$ cat config.mk
export PLATFORM = sky130hd
export DESIGN_NAME = uart_port
export DESIGN_NICKNAME = d
export VERILOG_FILES = /design/src/rtl/uart_port.sv
export SDC_FILE = /design/constraint.sdc
export NUM_CORES = 1
export LEC_CHECK = 0
export ABC_AREA = 1
export CORE_UTILIZATION = 29
export CTS_CLUSTER_SIZE = 8
export DETAILED_ROUTE_END_ITERATION = 8
export PLACE_DENSITY_LB_ADDON = 0.2
export SLEW_MARGIN = 20
export SYNTH_ARGS = -nofsm -noshare
export SYNTH_HDL_FRONTEND = slang
export SYNTH_SLANG_ARGS = --single-unit
$ cat constraint.sdc
create_clock -name CLK -period 5.4 [get_ports CLK]
set_clock_uncertainty 0.1 [all_clocks]
set_input_delay 1.08 -clock CLK [delete_from_list [all_inputs] [get_ports CLK]]
set_output_delay 1.08 -clock CLK [all_outputs]
set_load 0.02 [all_outputs]
$ cat src/rtl/uart_port.sv
// Memory-mapped 8N1 UART in IO window 1. Contains a TX shifter, an RX shifter
// behind a 2-flop synchronizer, a small RX FIFO and a programmable baud divisor.
module uart_port #(
  parameter int DIV_W     = 16,
  parameter int DIV_RESET = 433,
  parameter int RXF_LOG2  = 2
) (
  input  logic        CLK,
  input  logic        RESET,
  input  logic        UART_WE,
  input  logic        UART_RE,
  input  logic [1:0]  UART_A,
  input  logic [31:0] UART_WD,
  output logic [31:0] UART_RD,
  input  logic        RXD,
  output logic        TXD
);
  localparam int DEPTH = 1 << RXF_LOG2;
  localparam logic [RXF_LOG2:0] FULL_CNT = (RXF_LOG2+1)'(DEPTH);
  localparam logic [1:0] ST_IDLE  = 2'd0;
  localparam logic [1:0] ST_START = 2'd1;
  localparam logic [1:0] ST_DATA  = 2'd2;
  localparam logic [1:0] ST_STOP  = 2'd3;

  logic [DIV_W-1:0]    div_q, div_wr;
  logic [DIV_W:0]      div_p1;
  logic [DIV_W-1:0]    half_m1;
  logic [1:0]          tx_st_q, tx_st_d, rx_st_q, rx_st_d;
  logic [DIV_W-1:0]    tx_cnt_q, tx_cnt_d, rx_cnt_q, rx_cnt_d;
  logic [2:0]          tx_bit_q, tx_bit_d, rx_bit_q, rx_bit_d;
  logic [7:0]          tx_sh_q, tx_sh_d, rx_sh_q, rx_sh_d;
  logic                txd_q, txd_d;
  logic                rx_s1_q, rx_s2_q, rx_last_q;
  logic [7:0]          mem_q [DEPTH];
  logic [RXF_LOG2-1:0] wr_ptr_q, rd_ptr_q;
  logic [RXF_LOG2:0]   cnt_q;
  logic                tx_ovr_q, ferr_q, rx_ovr_q;
  logic                wr_data, wr_stat, wr_div, rx_empty, rx_full, pop, push;
  logic                tx_ovr_set, rx_push_req, ferr_set, ovr_set, unused_ok;

  assign wr_data  = UART_WE && (UART_A == 2'd0);
  assign wr_stat  = UART_WE && (UART_A == 2'd1);
  assign wr_div   = UART_WE && (UART_A == 2'd2);
  assign rx_empty = (cnt_q == '0);
  assign rx_full  = (cnt_q == FULL_CNT);
  // Write wins over read if the decoder ever asserts both.
  assign pop      = UART_RE && !UART_WE && (UART_A == 2'd0) && !rx_empty;
  assign push     = rx_push_req && (!rx_full || pop);
  assign ovr_set  = rx_push_req && rx_full && !pop;
  assign div_wr   = (UART_WD[DIV_W-1:0] < DIV_W'(3)) ? DIV_W'(3) : UART_WD[DIV_W-1:0];
  assign div_p1   = {1'b0, div_q} + (DIV_W+1)'(1);
  assign half_m1  = div_p1[DIV_W:1] - DIV_W'(1);
  assign TXD      = txd_q;
  assign unused_ok = ^UART_WD;

  always_comb begin
    tx_st_d    = tx_st_q;
    tx_cnt_d   = tx_cnt_q;
    tx_bit_d   = tx_bit_q;
    tx_sh_d    = tx_sh_q;
    txd_d      = txd_q;
    tx_ovr_set = wr_data && (tx_st_q != ST_IDLE);
    case (tx_st_q)
      ST_IDLE: if (wr_data) begin
        tx_st_d  = ST_START;
        tx_cnt_d = div_q;
        tx_sh_d  = UART_WD[7:0];
        txd_d    = 1'b0;
      end
      ST_START: if (tx_cnt_q == '0) begin
        tx_st_d  = ST_DATA;
        tx_cnt_d = div_q;
        tx_bit_d = 3'd0;
        txd_d    = tx_sh_q[0];
      end else tx_cnt_d = tx_cnt_q - DIV_W'(1);
      ST_DATA: if (tx_cnt_q == '0) begin
        tx_cnt_d = div_q;
        tx_sh_d  = {1'b0, tx_sh_q[7:1]};
        if (tx_bit_q == 3'd7) begin
          tx_st_d = ST_STOP;
          txd_d   = 1'b1;
        end else begin
          tx_bit_d = tx_bit_q + 3'd1;
          txd_d    = tx_sh_q[1];
        end
      end else tx_cnt_d = tx_cnt_q - DIV_W'(1);
      default: if (tx_cnt_q == '0) tx_st_d = ST_IDLE;
               else tx_cnt_d = tx_cnt_q - DIV_W'(1);
    endcase
  end

  // RX samples the synchronized line at mid-bit; STOP returns to IDLE at mid-stop.
  always_comb begin
    rx_st_d     = rx_st_q;
    rx_cnt_d    = rx_cnt_q;
    rx_bit_d    = rx_bit_q;
    rx_sh_d     = rx_sh_q;
    rx_push_req = 1'b0;
    ferr_set    = 1'b0;
    case (rx_st_q)
      ST_IDLE: if (rx_last_q && !rx_s2_q) begin
        rx_st_d  = ST_START;
        rx_cnt_d = half_m1;
      end
      ST_START: if (rx_cnt_q == '0) begin
        rx_st_d  = rx_s2_q ? ST_IDLE : ST_DATA;
        rx_cnt_d = div_q;
        rx_bit_d = 3'd0;
      end else rx_cnt_d = rx_cnt_q - DIV_W'(1);
      ST_DATA: if (rx_cnt_q == '0) begin
        rx_cnt_d = div_q;
        rx_sh_d  = {rx_s2_q, rx_sh_q[7:1]};
        if (rx_bit_q == 3'd7) rx_st_d = ST_STOP;
        else rx_bit_d = rx_bit_q + 3'd1;
      end else rx_cnt_d = rx_cnt_q - DIV_W'(1);
      default: if (rx_cnt_q == '0) begin
        rx_st_d     = ST_IDLE;
        rx_push_req = rx_s2_q;
        ferr_set    = !rx_s2_q;
      end else rx_cnt_d = rx_cnt_q - DIV_W'(1);
    endcase
  end

  always_ff @(posedge CLK or posedge RESET) begin
    if (RESET) begin
      div_q     <= DIV_W'(DIV_RESET);
      tx_st_q   <= ST_IDLE;
      tx_cnt_q  <= '0;
      tx_bit_q  <= '0;
      tx_sh_q   <= '0;
      txd_q     <= 1'b1;
      rx_s1_q   <= 1'b1;
      rx_s2_q   <= 1'b1;
      rx_last_q <= 1'b1;
      rx_st_q   <= ST_IDLE;
      rx_cnt_q  <= '0;
      rx_bit_q  <= '0;
      rx_sh_q   <= '0;
      wr_ptr_q  <= '0;
      rd_ptr_q  <= '0;
      cnt_q     <= '0;
      tx_ovr_q  <= 1'b0;
      ferr_q    <= 1'b0;
      rx_ovr_q  <= 1'b0;
    end else begin
      if (wr_div) div_q <= div_wr;
      tx_st_q   <= tx_st_d;
      tx_cnt_q  <= tx_cnt_d;
      tx_bit_q  <= tx_bit_d;
      tx_sh_q   <= tx_sh_d;
      txd_q     <= txd_d;
      rx_s1_q   <= RXD;
      rx_s2_q   <= rx_s1_q;
      rx_last_q <= rx_s2_q;
      rx_st_q   <= rx_st_d;
      rx_cnt_q  <= rx_cnt_d;
      rx_bit_q  <= rx_bit_d;
      rx_sh_q   <= rx_sh_d;
      if (push) wr_ptr_q <= wr_ptr_q + 1'b1;
      if (pop)  rd_ptr_q <= rd_ptr_q + 1'b1;
      if (push && !pop) cnt_q <= cnt_q + 1'b1;
      else if (pop && !push) cnt_q <= cnt_q - 1'b1;
      // A new event in the same cycle as a clear keeps the flag set.
      tx_ovr_q <= (tx_ovr_q && !(wr_stat && UART_WD[5])) || tx_ovr_set;
      ferr_q   <= (ferr_q   && !(wr_stat && UART_WD[4])) || ferr_set;
      rx_ovr_q <= (rx_ovr_q && !(wr_stat && UART_WD[3])) || ovr_set;
    end
  end

  always_ff @(posedge CLK) begin
    if (push) mem_q[wr_ptr_q] <= rx_sh_q;
  end

  always_comb begin
    UART_RD = '0;
    case (UART_A)
      2'd0: if (!rx_empty) UART_RD[7:0] = mem_q[rd_ptr_q];
      2'd1: UART_RD[5:0] = {tx_ovr_q, ferr_q, rx_ovr_q, rx_full, !rx_empty, tx_st_q != ST_IDLE};
      2'd2: UART_RD = 32'(div_q);
      default: UART_RD = '0;
    endcase
  end
endmodule

==> results.txt, run 1 <==
----------------------------------------------------
[Run status]
  Outcome ... finished, violations left
  Violations in the final reports ... design-rule violations

[Setup path]
  Type of element launching the critical path ... input pin
  Endpoint required time on the critical path ... 4220 ps
  Data arrival, critical path ... 3250 ps
  Number of cells on the worst reg-to-reg path ... 12
  Reg-to-Reg Start ... tx_cnt_q[0]
  Start-to-end type of the worst setup path ... input pin to output pin
  Critical path endpoint ... UART_RD[7]
  Critical R2R Capture ... tx_cnt_q[14]
  Crit path max fanout ... 16
  Startpoint of the most critical setup path ... UART_A[1]
  Slack of the worst reg-to-reg path ... 2140 ps
  Worst setup EP type ... output pin

[Clock network]
  Post CTS Setup Buffer Count ... 0
  Clk_lat worst skew ... 430 ps
  CTS Hold Bufs ... 0
  CTS sink cnt ... 120
  CTS tree ... done
  Clock transition at path regs ... 60 ps
  Gates resized, CTS repair ... 0
  Clock H-tree levels ... 4
  CTS root buf ... clkbuf_16
  Clock Tree Buf Depth ... 2
  CTS Buf Count ... 17

[STA]
  Maximum clock rate ... 226 MHz
  Post-route clock period utilization ... 0.821
  Setup tns final ... 0 ps
  Slew @ Worst Pin ... 1010 ps
  Final-report max-slew violation count ... 0
  Setup violators final ... 0
  Post-route minimum period ... 4430 ps
  Final WS setup ... 968 ps
  Final-report hold violation count ... 0
  Unrepaired setup endpoints after global routing ... false
  Final Hold Slack ... 258 ps
  Normalized max-slew margin ... 0.322

[Floorplan]
  Area of the placeable core ... 26200 um2
  Initial core utilization ... 0.298
  Num ports ... 72
  Die width ... 166 um
  Die ar. ... 27600 um2
  Die outline height ... 166 um
  Number of core rows ... 59

[Route]
  Routed via count ... 6885
  Drc violations ... 3
  Drt pass-1 iters ... 9
  Remaining number of nets flagged by the antenna check after routing ... 0
  Overall routed net length ... 21800 um
  Routed vias/inst ... 4.89
  Detailed-route wire length per cell ... 15.5 um
  Detailed Route Iter0 Violations ... 493

[Power and ir drop]
  Internal portion of total power ... 0.00251 W
  Total power density per cell area ... 509 nW/um2
  P_sw ... 0.00209 W
  Worst-case vdd ir drop ... 0.000262 V
  Fraction of power consumed by combinational cells ... 0.439
  Clock power share ... 0.257
  Fraction of power spent switching nets ... 0.454
  Sequential share of power ... 0.304
  Lkg Pwr ... 4.08 nW

[Synthesis]
  Number of enable-type register cells in the synthesized netlist ... 32
  Number of unique standard cell types used by synthesis ... 49
  Most common flop cell mapped by yosys ... dfrtp_1
  Async set or reset register ratio after synthesis ... 0.733
  Warning count from the yosys run ... 0
  Combined area of all synthesized cells ... 7810 um2
  Part of the Yosys area used for sequential elements ... 0.406
  Count of mapped cells out of synthesis ... 1028
  Number of storage elements in the synthesis netlist ... 120
  Average size of a mapped cell ... 7.60 um2

[Global routing]
  Initial antenna violation count ... 0
  Total congestion overflow ... 0
  Wire length of the first global-routing pass ... 35700 um
  Vias in the first global route ... 6494
  Total GRT Usage ... 0.164
  Pin count of the biggest net entering global routing ... 64

[Layout]
  Area growth from synthesis to layout ... 15.8%
  Footprint of the multi-input gates ... 3980 um2
  Filler cell count in the final layout ... 2747
  Nets ... 1121
  Diode insertion count for antenna repair ... 0
  Count of placed standard cells in the final layout, fillers left out ... 1407
  Post-route cell area ... 9040 um2
  FF/Latch Area ... 3170 um2
  Share of layout cells above drive strength 1 ... 0.0840

[Place]
  Area of placed instances ... 8440 um2
  Detailed-placement wirelength estimate ... 15800 um
  RePlAce Congestion ... 0.824
  DP Cell Count ... 1375
  Count of input and output buffers ... 39
  Setup slack after placement ... 1020 ps

[Min path]
  Hold/Removal Path Class ... flip-flop to flip-flop

[Job]
  Max Cap Violations ... 0

----------------------------------------------------
[worst max-delay path: stages]
cell and delay (ps):
clkdlybuf4s50_1 520, inv_1 50, nor2_1 150, inv_1 320
o21ai_0 440, clkdlybuf4s50_1 690
[through the flow]
stage | util | power [W]
global placement | 0.322 | 0.00343
CTS | 0.345 | 0.00463
detailed placement | 0.322 | 0.00344
floorplan | - | 0.00290
finish | 0.345 | 0.00460
global route | 0.345 | 0.00500
[power groups by stage]
stage	sequential, W	combinational, W	clock [W]
after floorplan	0.00133	0.00157	0
final	0.00140	0.00202	0.00118
after global placement	0.00141	0.00202	0
after global routing	0.00144	0.00232	0.00124
after detailed placement	0.00141	0.00202	0
after CTS	0.00140	0.00203	0.00120
[Yosys cell counts, types with 12 or more instances]
cell type,n,share of area
nand2_1,236,0.11
o21ai_0,125,0.080
inv_1,116,0.056
nor2_1,102,0.049
dfrtp_1,79,0.25
nand3_1,66,0.042
a21oi_1,45,0.029
edfxtp_1,32,0.12
ha_1,22,0.035
clkbuf_1,20,0.0096
xor2_1,18,0.020
buf_4,17,0.016
o211ai_1,16,0.015
nand4_1,14,0.011
o22ai_1,12,0.0096
[routing by layer]
layer | share of wire | global-route usage | wire, um | vias up
li1 | - | - | - | 3455
met1 | 0.49 | 0.230 | 10700 | 3253
met5 | 0 | 0 | 0 | -
met2 | 0.46 | 0.256 | 9900 | 157
met4 | 0.014 | 0.0557 | 305 | 0
met3 | 0.039 | 0.0279 | 853 | 20
[placed cells by master (no fill, tap or decap), drive strengths merged, types with 9 or more instances in the layout]
cell type / synthesis / final
a21oi: 45 / 45
clkbuf: 21 / 17
clkdlybuf4s50: 0 / 39
conb: 1 / 16
dfrtp: 79 / 79
dfstp: 9 / 9
edfxtp: 32 / 32
ha: 22 / 22
inv: 119 / 128
mux2: 9 / 9
nand2: 250 / 250
nand3: 70 / 70
nand4: 14 / 14
nor2: 115 / 115
nor3: 9 / 9
o211ai: 16 / 16
o21ai: 126 / 126
o22ai: 12 / 12
xor2: 18 / 18
[flip-flops by register name, summed over array words and instances, names as in the netlist, 3 cells and up]
signal and flops:
rx_cnt_q 16, rx_sh_q 8, tx_bit_q 3, tx_sh_q 8
rx_bit_q 3, div_q 16, cnt_q 3, tx_cnt_q 16
mem_q 32
[cell type report]
type,instances,area share
multi-input combinational,758,0.440
sequential,120,0.351
inverter,119,0.0497
clock buffer,17,0.0470
timing repair buffer,43,0.0465
tap,335,0.0463
clock inverter,15,0.0194
[cell families after synthesis]
logic type,synth area share
adder cells (fa/ha/maj),0.0378
AND/OR/NAND/NOR,0.267
multiplexers,0.0181
XOR/XNOR,0.0247
AO/OA/AOI/OAI,0.154
other,0.000480
buffers and inverters,0.0914
flip-flops,0.406
[how the worst min path moves through the flow]
stage,start,end,cells past startpoint
finish,rx_s1_q,rx_s2_q,0
CTS,rx_s1_q,rx_s2_q,0
global route,rx_s1_q,rx_s2_q,0
detailed placement,rx_s1_q,rx_s2_q,0
floorplan,rx_s1_q,rx_s2_q,0
global placement,rx_s1_q,rx_s2_q,0
Note: power is estimated with default switching activity, not from simulation.
==> inputs of run 2 (changes only) <==
==> constraint.sdc (replaced) <==
create_clock -name CLK -period 3.6 [get_ports CLK]
set_clock_uncertainty 0.1 [all_clocks]
set_input_delay 0.72 -clock CLK [delete_from_list [all_inputs] [get_ports CLK]]
set_output_delay 0.72 -clock CLK [all_outputs]
set_load 0.02 [all_outputs]
==> run 2 against run 1 <==
The flow still finishes with violations (design-rule violations). Routed wire length hardly changed. Final cell count is 1.2% higher. Sequential cell count stayed put. First-iteration DRC count is 4.1% lower. Critical path depth stayed put. Via count is 0.25% lower. Global-route usage is 0.15 points higher. Register-to-register slack worse by 1400 ps. Sequential share of layout area is 0.47 points lower.
==> results.txt, run 2 (synthesized netlist as in run 1, its figures left out) <==
----------------------------------------------------
[Run status]
  Outcome ... finished, violations left (unchanged)
  Violations in the final reports ... design-rule violations (unchanged)

[Route]
  Remaining number of nets flagged by the antenna check after routing ... 0 (unchanged)
  Overall routed net length ... 21800 um (about the same)
  Detailed-route wire length per cell ... 15.3 um (was 15.5 um)
  Routed vias/inst ... 4.82 (was 4.89)
  Drt pass-1 iters ... 7 (was 9)
  Routed via count ... 6868 (was 6885)
  Drc violations ... 3 (unchanged)
  Detailed Route Iter0 Violations ... 473 (was 493)

[STA]
  Post-route minimum period ... 3470 ps
  Setup violators final ... 0 (unchanged)
  Slew @ Worst Pin ... 905 ps (was 1010 ps)
  Setup tns final ... 0 ps (unchanged)
  Post-route clock period utilization ... 0.965
  Normalized max-slew margin ... 0.391 (was 0.322)
  Unrepaired setup endpoints after global routing ... false (unchanged)
  Final-report max-slew violation count ... 0 (unchanged)
  Maximum clock rate ... 288 MHz
  Final-report hold violation count ... 0 (unchanged)

[Layout]
  Register name with the most flops ... mem_q (unchanged)
  Number of flip-flops in the largest register ... 32 (unchanged)
  Most frequent standard cell in the layout excluding fill and tap cells ... nand2_1 (unchanged)
  Area growth from synthesis to layout ... 17.3% (was 15.8%)
  Filler cell count in the final layout ... 2747 (unchanged)
  Diode insertion count for antenna repair ... 0 (unchanged)
  Nets ... 1138 (was 1121)
  Share of layout cells above drive strength 1 ... 0.0983 (was 0.0840)
  Count of placed standard cells in the final layout, fillers left out ... 1424 (was 1407)
  Leading cell types in the layout, fill and taps excluded ... nand2_1, o21ai_0, inv_1 (unchanged)

[Setup path]
  Type of element launching the critical path ... input pin (unchanged)
  Worst setup EP type ... output pin (unchanged)
  Slowest CP cell ... clkdlybuf4s50_1 (unchanged)
  Data arrival, critical path ... 2650 ps (was 3250 ps)
  Kind of cell with the highest combined delay on the critical path ... buffers and inverters (unchanged)
  Number of cells on the worst reg-to-reg path ... 14 (was 12)
  CP Buf/Inv Count ... 4 (unchanged)
  Cell-by-cell trace of the critical path ... clkdlybuf4s50_1, inv_1, nor2_1, inv_1, o21ai_0, clkdlybuf4s50_1 (unchanged)
  Start-to-end type of the worst setup path ... input pin to output pin (unchanged)
  Crit path max fanout ... 8 (was 16)
  Stage delay of the slowest cell on the critical path ... 680 ps (was 690 ps)
  Slack of the worst reg-to-reg path ... 710 ps (was 2140 ps)
  Path length in cells of the critical path ... 6 (unchanged)
  Endpoint required time on the critical path ... 2780 ps (was 4220 ps)

[Clock network]
  CTS Hold Bufs ... 0 (unchanged)
  Clock Tree Buf Depth ... 2 (unchanged)
  Post CTS Setup Buffer Count ... 0 (unchanged)
  Gates resized, CTS repair ... 0 (unchanged)
  Clock transition at path regs ... 60 ps (about the same)
  CTS sink cnt ... 120 (unchanged)
  Clk_lat worst skew ... 430 ps (about the same)
  Clock H-tree levels ... 4 (unchanged)
  CTS tree ... done (unchanged)
  CTS Buf Count ... 17 (unchanged)
  CTS root buf ... clkbuf_16 (unchanged)

[Power and ir drop]
  Pwr Total ... 0.00695 W (was 0.00460 W)
  Total power density per cell area ... 759 nW/um2 (was 509 nW/um2)
  Worst-case vdd ir drop ... 0.000320 V (was 0.000262 V)
  Lkg Pwr ... 4.15 nW (was 4.08 nW)

[Global routing]
  Initial antenna violation count ... 0 (unchanged)
  GRT met3 Usage ... 0.0307 (was 0.0279)
  Wire length of the first global-routing pass ... 35900 um (was 35700 um)
  Pin count of the biggest net entering global routing ... 44 (was 64)
  GRT met1 Usage ... 0.224 (was 0.230)
  GR met2 Demand/Resource ... 0.269 (was 0.256)
  Total congestion overflow ... 0 (unchanged)
  Total GRT Usage ... 0.166 (was 0.164)
  GR peak layer ... met2 (unchanged)
  Vias in the first global route ... 6677 (was 6494)

[Min path]
  Hold depth ... 0 (unchanged)
  Hold/Removal Path Class ... flip-flop to flip-flop (unchanged)

[Place]
  DP Cell Count ... 1392 (was 1375)
  Detailed-placement wirelength estimate ... 16100 um (was 15800 um)
  Count of input and output buffers ... 39 (unchanged)
  RePlAce Congestion ... 0.817 (was 0.824)

[Floorplan]
  Area of the placeable core ... 26200 um2 (unchanged)
  Die outline height ... 166 um (unchanged)
  Num ports ... 72 (unchanged)
  Die width ... 166 um (unchanged)
  Initial core utilization ... 0.298 (unchanged)
  Die ar. ... 27600 um2 (unchanged)
  Number of core rows ... 59 (unchanged)

[Job]
  Max Cap Violations ... 0 (unchanged)

----------------------------------------------------
[run 2: final timing paths]
check,from,end
worst min-delay path,rx_s1_q,rx_s2_q
worst max register to register,rx_cnt_q[0],cnt_q[2]
max in group asynchronous,RESET,TXD
worst max-delay path,UART_A[1],UART_RD[7]
worst min register to register,rx_s1_q,rx_s2_q
min in group asynchronous,RESET,tx_sh_q[4]
[run 2: routing by layer]
layer	vias up	part of all wire
met4	0	0.013
li1	3487	-
met1	3237	0.49
met3	20	0.037
met2	124	0.46
met5	-	0
[run 2: area by class of cell]
type	instances	area, um2	share of cell area
repair buffers	60	548	0.0598
well taps	335	419	0.0457
multi-input cells	758	3980	0.434
clock buffers	17	425	0.0464
inverters	119	449	0.0490
clock inverters	15	171	0.0187
flip-flops and latches	120	3170	0.346
[run 2: per-stage QoR]
step	setup slack (ps)	utilization	instance area, um2	hold WS [ps]
2_1_floorplan	516	-	7870	245
3_3_place_gp	154	0.327	8570	257
3_5_place_dp	144	0.327	8570	256
4_1_cts	144	0.350	9170	266
5_1_grt	44.9	0.350	9170	276
6_report	125	0.350	9170	264
[run 2: worst register-to-register path, delay by kind of cell (launching register included)]
| family | cells | cell delay, ps |
|---|---|---|
| XOR/XNOR | 1 | 150 |
| AND/OR/NAND/NOR | 4 | 530 |
| adder cells (fa/ha/maj) | 3 | 740 |
| buffers and inverters | 4 | 600 |
| flip-flops | 1 | 410 |
| AO/OA/AOI/OAI | 2 | 250 |
[run 2: report_power, final]
group | total [W] | internal, W | switching, W
Sequential | 0.00207 | 0.00174 | 0.000336
Combinational | 0.00311 | 0.00108 | 0.00203
Clock | 0.00177 | 0.000992 | 0.000775
==> inputs of run 3 (changes only) <==
--- a/config.mk
+++ b/config.mk
@@ -6,7 +6,8 @@
 export NUM_CORES = 1
 export LEC_CHECK = 0
 export ABC_AREA = 1
-export CORE_UTILIZATION = 29
+export CAP_MARGIN = 25
+export CORE_UTILIZATION = 50
 export CTS_CLUSTER_SIZE = 8
 export DETAILED_ROUTE_END_ITERATION = 8
 export PLACE_DENSITY_LB_ADDON = 0.2
==> run 3 against run 2 <==
The flow now finishes without violations. Routed wire length fell by 11%. Clock-buffer cell count did not move. First-iteration DRC count rose by 5.5%. Non-clock buffer count fell by 4. Clock power fell by 3%. Critical path depth rose by 1. Hold slack got worse by 5.2 ps. Die area fell by 42%. Final cell count fell by 11%. Sequential power barely moved. Maximum frequency rose by 3.4%.
==> results.txt, run 3 (synthesized netlist as in run 1, its figures left out) <==
----------------------------------------------------
[Route]
  Detailed Route Iter0 Violations ... 499 (was 473)
  Drc violations ... 0 (was 3)
  Detailed-route wire length per cell ... 15.2 um (was 15.3 um)
  Routed via count ... 6906 (was 6868)
  Routed vias/inst ... 5.42 (was 4.82)
  Overall routed net length ... 19300 um (was 21800 um)
  Remaining number of nets flagged by the antenna check after routing ... 0 (unchanged)
  Drt pass-1 iters ... 5 (was 7)

[Place]
  Detailed-placement wirelength estimate ... 14000 um (was 16100 um)
  Count of input and output buffers ... 39 (unchanged)
  Setup slack after placement ... 279 ps (was 144 ps)
  RePlAce Congestion ... 0.861 (was 0.817)

[Global routing]
  Total GRT Usage ... 0.250 (was 0.166)
  Pin count of the biggest net entering global routing ... 53 (was 44)
  Wire length of the first global-routing pass ... 31500 um (was 35900 um)
  Total congestion overflow ... 0 (unchanged)
  Initial antenna violation count ... 0 (unchanged)
  Vias in the first global route ... 6312 (was 6677)

[Job]
  Max Cap Violations ... 0 (unchanged)

[Setup path]
  Crit path max fanout ... 17 (was 8)
  Start-to-end type of the worst setup path ... flip-flop to output pin (was input pin to output pin)
  Type of element launching the critical path ... flip-flop (was input pin)
  Data arrival, critical path ... 2540 ps (was 2650 ps)
  Kind of cell with the highest combined delay on the critical path ... buffers and inverters (unchanged)
  Stage delay of the slowest cell on the critical path ... 700 ps (was 680 ps)
  Slowest CP cell ... dfrtp_1 (was clkdlybuf4s50_1)
  Endpoint required time on the critical path ... 2780 ps (about the same)
  Worst setup EP type ... output pin (unchanged)
  Cell-by-cell trace of the critical path ... clkinvlp_4, buf_4, o21ai_0, o22ai_1, nand2_1, o21ai_0, clkdlybuf4s50_1 (was clkdlybuf4s50_1, inv_1, nor2_1, inv_1, o21ai_0, clkdlybuf4s50_1)
  CP Buf/Inv Count ... 3 (was 4)
  Most used cell, CP ... o21ai_0

[Power and ir drop]
  Fraction of power spent switching nets ... 0.445 (was 0.452)
  Lkg Pwr ... 4.14 nW (was 4.15 nW)
  Fraction of power consumed by combinational cells ... 0.445 (was 0.448)
  Internal portion of total power ... 0.00382 W (was 0.00381 W)
  Worst-case vdd ir drop ... 0.000444 V (was 0.000320 V)
  P_sw ... 0.00306 W (was 0.00314 W)
  Total power density per cell area ... 768 nW/um2 (was 759 nW/um2)
  Clock power share ... 0.250 (was 0.254)
  Sequential share of power ... 0.305 (was 0.298)

[Clock network]
  CTS sink cnt ... 120 (unchanged)
  CTS root buf ... clkbuf_16 (unchanged)
  CTS Buf Count ... 17 (unchanged)
  Clock transition at path regs ... 60 ps (about the same)
  Clk_lat worst skew ... 430 ps (about the same)
  Clock H-tree levels ... 4 (unchanged)
  CTS tree ... done (unchanged)
  Clock Tree Buf Depth ... 2 (unchanged)

[STA]
  Unrepaired setup endpoints after global routing ... false (unchanged)
  Setup violators final ... 0 (unchanged)
  Final-report hold violation count ... 0 (unchanged)
  Post-route minimum period ... 3360 ps (was 3470 ps)
  Maximum clock rate ... 298 MHz (was 288 MHz)
  Final WS setup ... 240 ps (was 125 ps)
  Post-route clock period utilization ... 0.933 (was 0.965)
  Slew @ Worst Pin ... 753 ps (was 905 ps)
  Normalized max-slew margin ... 0.493 (was 0.391)
  Final-report max-slew violation count ... 0 (unchanged)
  Setup tns final ... 0 ps (unchanged)

[Layout]
  Diode insertion count for antenna repair ... 0 (unchanged)
  Leading cell types in the layout, fill and taps excluded ... nand2_1, o21ai_0, inv_1 (unchanged)
  Number of flip-flops in the largest register ... 32 (unchanged)
  Area growth from synthesis to layout ... 14.8% (was 17.3%)
  Nets ... 1134 (was 1138)
  Most frequent standard cell in the layout excluding fill and tap cells ... nand2_1 (unchanged)
  Register name with the most flops ... mem_q (unchanged)
  Share of layout cells above drive strength 1 ... 0.0959 (was 0.0983)

[Floorplan]
  Die outline height ... 127 um (was 166 um)
  Die ar. ... 16100 um2 (was 27600 um2)
  Number of core rows ... 45 (was 59)
  Num ports ... 72 (unchanged)
  Area of the placeable core ... 15200 um2 (was 26200 um2)
  Die width ... 127 um (was 166 um)
  Initial core utilization ... 0.514 (was 0.298)

[Run status]
  Outcome ... finished clean (was finished, violations left)

[Min path]
  Hold/Removal Path Class ... flip-flop to flip-flop (unchanged)

----------------------------------------------------
[run 3: timing repair]
item                                    CTS  global route
gates resized for setup                   0             1
hold buffers                              0             0
setup buffers                             0             2
endpoints found under the hold margin     0             0
endpoints found under the setup margin    0             3
[run 3: final cells by class]
| type | instances | area [um2] |
|---|---|---|
| fill | 1410 | 6230 |
| tap | 188 | 235 |
| timing repair buffer | 56 | 531 |
| clock inverter | 15 | 170 |
| inverter | 119 | 452 |
| clock buffer | 17 | 425 |
| multi-input combinational | 758 | 3980 |
| sequential | 120 | 3170 |
[run 3: worst paths after layout]
kind / to / depth (start not counted) / from / slack, ps
worst max-delay path: UART_RD[6] / 7 / rd_ptr_q[0] / 240
worst min-delay path: rx_s2_q / 0 / rx_s1_q / 260
worst max register to register: cnt_q[2] / 13 / rx_cnt_q[5] / 650
worst min register to register: rx_s2_q / 0 / rx_s1_q / 260
max in group asynchronous: div_q[0] / 3 / RESET / 2050
min in group asynchronous: rx_cnt_q[13] / 2 / RESET / 580
[run 3: metal layers]
metal | wire, um | global-route usage
met1 | 8850 | 0.330
met2 | 9030 | 0.411
met3 | 974 | 0.0452
met4 | 437 | 0.0945
met5 | 0 | 0
[run 3: power by group through the flow]
stage	logic (W)	registers [W]	clock network [W]
after floorplan	0.00236	0.00199	0
after global placement	0.00296	0.00210	0
after detailed placement	0.00298	0.00210	0
after CTS	0.00301	0.00209	0.00175
after global routing	0.00349	0.00215	0.00180
final	0.00306	0.00210	0.00172
[run 3: metrics by stage]
step / hold WS [ps] / cell area (um2) / std cells / util / total power, W
5_1_grt: 263 / 8970 / 1273 / 0.590 / 0.00743
3_5_place_dp: 250 / 8350 / 1239 / 0.549 / 0.00509
3_3_place_gp: 246 / 8350 / 1239 / 0.549 / 0.00505
4_1_cts: 258 / 8950 / 1271 / 0.589 / 0.00685
2_1_floorplan: 245 / 7870 / 1043 / - / 0.00435
6_report: 259 / 8970 / 1273 / 0.590 / 0.00688
